File: src/rtl/fifo_ptr_ctrl_if.sv
// Control-side bundle between the FIFO pointer controller and its neighbours:
// producer/consumer handshakes, storage enables/pointers and status.
interface fifo_ptr_ctrl_if #(
    parameter int OSTD_NUM = 8,
    parameter int CNT_SIZE = $clog2(OSTD_NUM + 1)
);
    logic                wr_valid;
    logic                wr_ready;
    logic                rd_ready;
    logic                rd_valid;
    logic                err_clr;
    logic                fifo_wenable;
    logic                fifo_renable;
    logic [OSTD_NUM-1:0] write_ptr;
    logic [OSTD_NUM-1:0] read_ptr;
    logic [CNT_SIZE-1:0] fifo_count;
    logic                fifo_full;
    logic                fifo_empty;
    logic                almost_empty;
    logic                overflow_err;
    logic                underflow_err;

    // The environment (producer, consumer, storage, status reader) side.
    modport master (
        output wr_valid, rd_ready, err_clr,
        input  wr_ready, rd_valid, fifo_wenable, fifo_renable,
        input  write_ptr, read_ptr, fifo_count,
        input  fifo_full, fifo_empty, almost_empty, overflow_err, underflow_err
    );

    modport slave (
        input  wr_valid, rd_ready, err_clr,
        output wr_ready, rd_valid, fifo_wenable, fifo_renable,
        output write_ptr, read_ptr, fifo_count,
        output fifo_full, fifo_empty, almost_empty, overflow_err, underflow_err
    );
endinterface

File: src/rtl/fifo_ptr_ctrl.sv
// FIFO pointer/occupancy controller: turns valid/ready handshakes into storage
// enables and wrapping pointers; status is decoded from the occupancy count.
module fifo_ptr_ctrl #(
    parameter int OSTD_NUM        = 8,
    parameter int THRESHOLD_VALUE = OSTD_NUM / 2,
    parameter int PTR_SIZE        = $clog2(OSTD_NUM),
    parameter int CNT_SIZE        = $clog2(OSTD_NUM + 1)
) (
    input logic           clk_in,
    input logic           areset_b,
    fifo_ptr_ctrl_if.slave bus
);
    localparam logic [PTR_SIZE-1:0] LAST_IDX   = PTR_SIZE'(OSTD_NUM - 1);
    localparam logic [CNT_SIZE-1:0] FULL_CNT   = CNT_SIZE'(OSTD_NUM);
    localparam logic [CNT_SIZE-1:0] THRESH_CNT = CNT_SIZE'(THRESHOLD_VALUE);
    localparam logic [CNT_SIZE-1:0] CNT_ONE    = CNT_SIZE'(1);

    logic [PTR_SIZE-1:0] wr_idx_q;
    logic [PTR_SIZE-1:0] rd_idx_q;
    logic [CNT_SIZE-1:0] count_q;
    logic                overflow_q;
    logic                underflow_q;

    logic full;
    logic empty;
    logic wr_fire;
    logic rd_fire;

    assign full    = (count_q == FULL_CNT);
    assign empty   = (count_q == '0);
    assign wr_fire = bus.wr_valid & ~full;
    assign rd_fire = bus.rd_ready & ~empty;

    assign bus.wr_ready      = ~full;
    assign bus.rd_valid      = ~empty;
    assign bus.fifo_wenable  = wr_fire;
    assign bus.fifo_renable  = rd_fire;
    assign bus.write_ptr     = OSTD_NUM'(wr_idx_q);
    assign bus.read_ptr      = OSTD_NUM'(rd_idx_q);
    assign bus.fifo_count    = count_q;
    assign bus.fifo_full     = full;
    assign bus.fifo_empty    = empty;
    assign bus.almost_empty  = (count_q < THRESH_CNT);
    assign bus.overflow_err  = overflow_q;
    assign bus.underflow_err = underflow_q;

    // Explicit wrap at OSTD_NUM-1 keeps non-power-of-two depths in range.
    always_ff @(posedge clk_in or negedge areset_b) begin
        if (!areset_b) begin
            wr_idx_q <= '0;
            rd_idx_q <= '0;
        end else begin
            if (wr_fire) begin
                wr_idx_q <= (wr_idx_q == LAST_IDX) ? '0 : wr_idx_q + PTR_SIZE'(1);
            end
            if (rd_fire) begin
                rd_idx_q <= (rd_idx_q == LAST_IDX) ? '0 : rd_idx_q + PTR_SIZE'(1);
            end
        end
    end

    always_ff @(posedge clk_in or negedge areset_b) begin
        if (!areset_b) begin
            count_q <= '0;
        end else begin
            case ({wr_fire, rd_fire})
                2'b10:   count_q <= count_q + CNT_ONE;
                2'b01:   count_q <= count_q - CNT_ONE;
                default: count_q <= count_q;
            endcase
        end
    end

    // A new error event in the same cycle as err_clr keeps the flag set.
    always_ff @(posedge clk_in or negedge areset_b) begin
        if (!areset_b) begin
            overflow_q  <= 1'b0;
            underflow_q <= 1'b0;
        end else begin
            overflow_q  <= (bus.wr_valid & full)  | (overflow_q  & ~bus.err_clr);
            underflow_q <= (bus.rd_ready & empty) | (underflow_q & ~bus.err_clr);
        end
    end

    assert property (@(posedge clk_in) disable iff (!areset_b) count_q <= FULL_CNT);
    assert property (@(posedge clk_in) disable iff (!areset_b)
                     (wr_idx_q <= LAST_IDX) && (rd_idx_q <= LAST_IDX));
endmodule
File: src/flat_wrapper.sv
// flat-port wrapper written by rule: the top's interface ports become plain ports
module fifo_ptr_ctrl_flat 
#(
    parameter int OSTD_NUM        = 8,
    parameter int THRESHOLD_VALUE = OSTD_NUM / 2,
    parameter int PTR_SIZE        = $clog2(OSTD_NUM),
    parameter int CNT_SIZE        = $clog2(OSTD_NUM + 1)
)
  (clk_in, areset_b, bus_wr_valid, bus_rd_ready, bus_err_clr, bus_wr_ready, bus_rd_valid, bus_fifo_wenable, bus_fifo_renable, bus_write_ptr, bus_read_ptr, bus_fifo_count, bus_fifo_full, bus_fifo_empty, bus_almost_empty, bus_overflow_err, bus_underflow_err);
  fifo_ptr_ctrl_if #(.OSTD_NUM(OSTD_NUM), .CNT_SIZE(CNT_SIZE)) bus_i ();
  input logic clk_in;
  input logic areset_b;
  input wire logic [$bits(bus_i.wr_valid)-1:0] bus_wr_valid;
  input wire logic [$bits(bus_i.rd_ready)-1:0] bus_rd_ready;
  input wire logic [$bits(bus_i.err_clr)-1:0] bus_err_clr;
  output wire logic [$bits(bus_i.wr_ready)-1:0] bus_wr_ready;
  output wire logic [$bits(bus_i.rd_valid)-1:0] bus_rd_valid;
  output wire logic [$bits(bus_i.fifo_wenable)-1:0] bus_fifo_wenable;
  output wire logic [$bits(bus_i.fifo_renable)-1:0] bus_fifo_renable;
  output wire logic [$bits(bus_i.write_ptr)-1:0] bus_write_ptr;
  output wire logic [$bits(bus_i.read_ptr)-1:0] bus_read_ptr;
  output wire logic [$bits(bus_i.fifo_count)-1:0] bus_fifo_count;
  output wire logic [$bits(bus_i.fifo_full)-1:0] bus_fifo_full;
  output wire logic [$bits(bus_i.fifo_empty)-1:0] bus_fifo_empty;
  output wire logic [$bits(bus_i.almost_empty)-1:0] bus_almost_empty;
  output wire logic [$bits(bus_i.overflow_err)-1:0] bus_overflow_err;
  output wire logic [$bits(bus_i.underflow_err)-1:0] bus_underflow_err;
  assign bus_i.wr_valid = bus_wr_valid;
  assign bus_i.rd_ready = bus_rd_ready;
  assign bus_i.err_clr = bus_err_clr;
  assign bus_wr_ready = bus_i.wr_ready;
  assign bus_rd_valid = bus_i.rd_valid;
  assign bus_fifo_wenable = bus_i.fifo_wenable;
  assign bus_fifo_renable = bus_i.fifo_renable;
  assign bus_write_ptr = bus_i.write_ptr;
  assign bus_read_ptr = bus_i.read_ptr;
  assign bus_fifo_count = bus_i.fifo_count;
  assign bus_fifo_full = bus_i.fifo_full;
  assign bus_fifo_empty = bus_i.fifo_empty;
  assign bus_almost_empty = bus_i.almost_empty;
  assign bus_overflow_err = bus_i.overflow_err;
  assign bus_underflow_err = bus_i.underflow_err;
  fifo_ptr_ctrl #(.OSTD_NUM(OSTD_NUM), .THRESHOLD_VALUE(THRESHOLD_VALUE), .PTR_SIZE(PTR_SIZE), .CNT_SIZE(CNT_SIZE)) u_core (.clk_in(clk_in), .areset_b(areset_b), .bus(bus_i));
endmodule
File: config.mk
export PLATFORM = sky130hd
export DESIGN_NAME = fifo_ptr_ctrl_flat
export DESIGN_NICKNAME = d
export VERILOG_FILES = /design/src/rtl/fifo_ptr_ctrl_if.sv /design/src/rtl/fifo_ptr_ctrl.sv /design/src/flat_wrapper.sv
export SDC_FILE = /design/constraint.sdc
export NUM_CORES = 1
export LEC_CHECK = 0
export CAP_MARGIN = 20
export CELL_PAD_IN_SITES_DETAIL_PLACEMENT = 0
export CELL_PAD_IN_SITES_GLOBAL_PLACEMENT = 1
export CORE_MARGIN = 2
export CORE_UTILIZATION = 28
export CTS_CLUSTER_DIAMETER = 30
export DETAILED_ROUTE_END_ITERATION = 7
export PLACE_DENSITY = 0.82
export SLEW_MARGIN = 0
export SYNTH_ARGS = -nofsm -noshare
export SYNTH_HDL_FRONTEND = slang
export SYNTH_SLANG_ARGS = --single-unit
File: constraint.sdc
create_clock -name clk_in -period 4.7 [get_ports clk_in]
set_input_delay 0.705 -clock clk_in [delete_from_list [all_inputs] [get_ports clk_in]]
set_output_delay 0.705 -clock clk_in [all_outputs]
set_load 0.02 [all_outputs]
==> metrics.md, run 1 <==
| Metric | Value |
|---|---|
| Vias per inst | `4.40` |
| Share of cells above drive strength 1 | `18.1%` |
| H-tree Lvls | `1` |
| WL per Instance | `11.8 microns` |
| Die area | `3110 sq um` |
| Setup slack after layout | `1.99 ns` |
| Pre-CTS setup slack | `1.99 ns` |
| Post-CTS setup buffer count | `0` |
| Crit end category | `output pin` |
| GPL Wtd Cong | `0.767` |
| CP Data Arrival Time | `2.01 ns` |
| Power Density | `720 nW/um^2` |
| Max Root-Sink Buffers | `2` |
| #FFs+latches synth | `12` |
| Maxcap violations | `0` |
| Global-route wire length before repair | `2.42 mm` |
| Final Hold Viols | `0` |
| Crit start category | `primary input` |
| Syn Area/Cell | `11.0 sq um` |
| Yosys Warn Count | `0` |
| IO buf count | `23` |
| Post-CTS Hold Fix Bufs | `0` |
| Fill count | `234` |
| Outcome | `complete, no violations` |
| Final wirelength | `1.47 mm` |
| Initial core utilization | `30.0%` |
| Layout net count | `107` |
| Standard-cell row count | `18` |
| Worst slew margin | `63.6%` |
| CTS resizes | `0` |
| HPWL after detailed placement | `1.17 mm` |
| Setup TNS | `0 ns` |
| IO Pins | `34` |
| Fin crit share | `57.7%` |
| Die Y | `55.7 microns` |
| Gr usage total | `10.1%` |
| Hold crit path type | `flip-flop to flip-flop` |
| Most common cell after layout, fill and taps aside | `clkdlybuf4s50_1` |
| Peak Freq | `369 MHz` |
| Max VDD drop | `0.000293 V` |
| Final setup viols | `0` |
| Measured slew at the worst slew-check pin | `0.545 ns` |
| RSZ-0062 raised after global routing | `false` |
| CP required | `3.99 ns` |
| Post-layout minimum cycle time | `2.71 ns` |
| Crit Path Class | `primary input to output pin` |
| Post-synth cell types | `21` |
| Count of pins over their slew limit | `0` |
| Worst skew pair latency | `0.28 ns` |
| Clock Sinks | `12` |
| Vias in the first global route | `498` |
| Total design power | `729 uW` |
| Width of the die | `55.7 microns` |
| GRT overflow | `0` |
| Area grow syn2layout | `35.1%` |
| Clock skew | `0.000577 ns` |
| Clock transition at the registers of the reported paths | `0.07 ns` |
| Leakage | `0.000483 uW` |
| Crit Path Max Fanout | `4` |
| Vias | `545` |
| Residual DRC | `0` |
| TritonCTS clock tree | `built` |
| Initial antenna violation count | `0` |
| Final antenna-violating net count | `0` |
| Drt first pass iters | `4` |
| Post-Synthesis Cell Area | `749 sq um` |
| Core footprint | `2500 sq um` |
| CTS buffer count | `3` |
| Number of DRC markers in iteration 0 | `5` |
| Seq/Total Area, Yosys | `40.1%` |
| Mapped Cells | `68` |
| # diodes | `0` |
| Most frequent cells in the layout | `23 x clkdlybuf4s50_1, 12 x dfrtp_1, 10 x conb_1` |
| Pin count of the biggest net entering global routing | `13` |
| Root Buffer Master | `clkbuf_4` |
[layout make-up]
type / count / area (sq um) / share of cell area, %
Tap cell: 30 / 37.5 / 3.71
Inverter: 6 / 22.5 / 2.22
Sequential cell: 12 / 300 / 29.7
Multi-Input combinational cell: 49 / 385 / 38.1
Clock buffer: 4 / 36.3 / 3.58
Timing Repair Buffer: 23 / 230 / 22.7
[critical path: stages]
cell and delay, ns:
clkdlybuf4s50_1 0.49, nand2_2 0.09, inv_1 0.11, clkdlybuf4s50_1 0.61
[registers in the layout, summed over array words and instances (netlist names)]
signal                    cells
u_core.bus.fifo_count         4
u_core.rd_idx_q               3
u_core.wr_idx_q               3
u_core.bus.overflow_err       1
u_core.bus.underflow_err      1
[where the power goes]
group	switching [uW]	total (uW)	internal, uW	leakage (uW)
Sequential	60.9	216	155	0.000145
Clock	36.2	83.5	47.2	0.0000210
Combinational	207	429	223	0.000317
[cell families after synthesis]
| kind of cell | count (synthesis) | share of synthesized area [%] |
|---|---|---|
| buf+inv | 16 | 13.0 |
| simple gates | 14 | 11.4 |
| flops | 12 | 40.1 |
| fa+ha+maj | 7 | 11.7 |
| mux | 7 | 12.0 |
| compound gates | 6 | 5.51 |
| xor+xnor | 5 | 5.84 |
| other cells | 1 | 0.500 |
[through the flow]
| stage | std cells | hold WS (ns) | instance area [sq um] | util (%) |
|---|---|---|---|---|
| after floorplan | 77 | 0.409 | 783 | - |
| after global placement | 120 | 0.514 | 976 | 39.0 |
| after detailed placement | 120 | 0.528 | 976 | 39.0 |
| after CTS | 124 | 0.543 | 1010 | 40.5 |
| after global routing | 124 | 0.557 | 1010 | 40.5 |
| final | 124 | 0.535 | 1010 | 40.5 |
[synth_stat cells]
cell type,count,area (sq um)
and4bb_1,1,12.5
buf_4,10,75.1
nand3b_2,1,11.3
nand2_2,3,18.8
xor2_1,4,35.0
dfrtp_1,12,300
o31ai_2,1,12.5
a21oi_1,2,10.0
conb_1,1,3.75
nand2_1,2,7.51
nor2_1,4,15.0
nor2_2,1,6.26
xnor2_1,1,8.76
mux2_2,4,45.0
a41oi_1,1,8.76
ha_1,7,87.6
inv_1,6,22.5
mux2_4,3,45.0
o21ai_0,2,10.0
nor4b_1,1,8.76
nor3_1,1,5.00
[routing by layer]
metal	global-route usage, %	vias up	share of wire [%]
met5	0	-	0
met4	5.23	0	2.1
met3	3.72	3	11
met2	17.0	30	49
met1	11.1	252	38
li1	-	260	-
[path summary, 6_finish.rpt]
path / from / end / slack, ns / depth (start not counted)
hold reg to reg: u_core.bus.fifo_count[3] / u_core.bus.fifo_count[3] / 0.54 / 1
setup / recovery: bus_rd_ready / bus_fifo_renable / 1.99 / 4
setup reg to reg: u_core.bus.fifo_count[1] / u_core.bus.fifo_count[2] / 2.47 / 11
min in group asynchronous: areset_b / u_core.bus.underflow_err / 0.77 / 1
hold / removal: u_core.bus.fifo_count[3] / u_core.bus.fifo_count[3] / 0.54 / 1
max in group asynchronous: areset_b / u_core.wr_idx_q[0] / 3.57 / 1
Note: power is estimated with default switching activity, not from simulation.
==> run 2: changes to the inputs <==
- CORE_UTILIZATION: 28 -> 27
- clock period: 4.7 -> 2.45 ns (I/O delays scaled with it)
==> run 2 against run 1 <==
- flip-flop and latch count unchanged
- critical path depth grew 7
- power increased by 94%
- non-clock buffer count rose by 1
- clock power is 88% higher
- largest power group unchanged
==> metrics.md, run 2 (synthesis gave the netlist of run 1 again) <==
| Metric | Value |
|---|---|
| Hold crit path type | `primary input to asynchronous set/reset pin` |
| Setup TNS | `0 ns` |
| CTS buffer count | `3` |
| Cell mode on critical path | `xor2_1` |
| IO Pins | `34` |
| Layout net count | `108` |
| Vias | `557` |
| Root Buffer Master | `clkbuf_4` |
| Post-CTS setup buffer count | `0` |
| Maxcap violations | `0` |
| Share of cells above drive strength 1 | `20.0%` |
| Vias per inst | `4.42` |
| Worst skew pair latency | `0.27 ns` |
| H-tree Lvls | `1` |
| Crit start category | `flip-flop` |
| Fin crit share | `92.3%` |
| CP Data Arrival Time | `2.41 ns` |
| Standard-cell row count | `19` |
| Worst slew margin | `62.0%` |
| Cells along the critical path | `nor2_2, nand2_2, nand2_2, inv_1, ha_1, xor2_1, ha_1, a21oi_1, xor2_1, nor2_1, xor2_1` |
| RSZ-0062 raised after global routing | `false` |
| Crit path max-delay family | `simple AND/OR/NAND/NOR gates` |
| Crit Path Max Fanout | `7` |
| Vias in the first global route | `532` |
| Worst stage delay on the critical path | `0.46 ns` |
| Crit path buf inv count | `1` |
| Post-CTS Hold Fix Bufs | `0` |
| Total design power | `1410 uW` |
| HPWL after detailed placement | `1.09 mm` |
| Multi-input logic area | `393 sq um` |
| TritonCTS clock tree | `built` |
| Max reg flops | `4` |
| Measured slew at the worst slew-check pin | `0.568 ns` |
| IO buf count | `23` |
| GRT overflow | `0` |
| # diodes | `0` |
| CP required | `2.60 ns` |
| Drt first pass iters | `4` |
| Area grow syn2layout | `37.2%` |
| Crit end category | `flip-flop` |
| Fill count | `278` |
| Die Y | `56.7 microns` |
| Initial core utilization | `27.9%` |
| WL per Instance | `11.3 microns` |
| Outcome | `complete, no violations` |
| GPL Wtd Cong | `0.757` |
| Clock transition at the registers of the reported paths | `0.08 ns` |
| Most frequent cells in the layout | `23 x clkdlybuf4s50_1, 12 x dfrtp_1, 10 x conb_1` |
| Crit Path Class | `flip-flop to flip-flop` |
| Post-layout minimum cycle time | `2.26 ns` |
| Max Root-Sink Buffers | `2` |
| Gr usage total | `9.77%` |
| Die area | `3210 sq um` |
| Final Hold Viols | `0` |
| Clock Sinks | `12` |
| Global-route wire length before repair | `2.46 mm` |
| Sequential Area | `300 sq um` |
| Leakage | `0.000488 uW` |
| Width of the die | `56.7 microns` |
| Count of pins over their slew limit | `0` |
| Power Density | `1370 nW/um^2` |
| Residual DRC | `0` |
| Number of DRC markers in iteration 0 | `7` |
| Final wirelength | `1.43 mm` |
| Peak Freq | `442 MHz` |
| Final antenna-violating net count | `0` |
| Clock skew | `0.00222 ns` |
| Slowest-stage cell, CP | `dfrtp_1` |
| Final setup viols | `0` |
| CTS resizes | `0` |
| Core footprint | `2690 sq um` |
| Pin count of the biggest net entering global routing | `13` |
| Max VDD drop | `0.000711 V` |
| Initial antenna violation count | `0` |
| Most common cell after layout, fill and taps aside | `clkdlybuf4s50_1` |
-- run 2: changes by cell type in the layout (fill, tap and decap cells not counted) --
cell    before  now
buf_4        0    1
nor2_1       4    3
nor2_4       0    1
-- run 2: final timing paths --
| path | startpoint | to | slack (ns) | cells past startpoint |
|---|---|---|---|---|
| worst max-delay path | u_core.bus.fifo_count[1] | u_core.bus.fifo_count[2] | 0.19 | 11 |
| worst min-delay path | areset_b | u_core.bus.fifo_count[2] | 0.46 | 1 |
| worst max register to register | u_core.bus.fifo_count[1] | u_core.bus.fifo_count[2] | 0.19 | 11 |
| worst min register to register | u_core.bus.underflow_err | u_core.bus.underflow_err | 0.54 | 2 |
| max in group asynchronous | areset_b | u_core.wr_idx_q[0] | 1.62 | 1 |
| min in group clk_in | u_core.bus.underflow_err | u_core.bus.underflow_err | 0.54 | 2 |
-- run 2: stage by stage --
step,hold WS [ns],cells,area (sq um),util [%],setup WS [ns]
after floorplan,0.0719,77,791,-,0.0742
after global placement,0.516,122,992,36.9,0.166
after detailed placement,0.537,122,992,36.9,0.160
after CTS,0.468,126,1030,38.3,0.171
after global routing,0.498,126,1030,38.3,0.00532
final,0.458,126,1030,38.3,0.190
-- run 2: cell type report --
cell class	count	share of cell area, %
timing repair buffer	24	23.1
inverter	6	2.19
clock buffer	4	3.53
multi-input combinational	49	38.2
sequential	12	29.2
tap	31	3.77
-- run 2: worst reg2reg max path: stages, from the launching register on --
cell and delay, ns:
dfrtp_1 0.46, nor2_2 0.21, nand2_2 0.10, nand2_2 0.12
inv_1 0.09, ha_1 0.27, xor2_1 0.17, ha_1 0.19
a21oi_1 0.15, xor2_1 0.17, nor2_1 0.07, xor2_1 0.14
-- run 2: power by group --
| part | internal (uW) | switching [uW] | total [uW] |
|---|---|---|---|
| combinational | 440 | 403 | 843 |
| sequential | 297 | 114 | 411 |
| clock | 90.2 | 67.0 | 157 |
-- run 2: metal layers --
layer | global-route usage (%) | wire, microns | vias up
met4 | 1.02 | 0 | 0
met2 | 15.3 | 610 | 32
met5 | 0 | 0 | -
met1 | 12.1 | 658 | 261
met3 | 5.53 | 158 | 0
li1 | - | - | 264
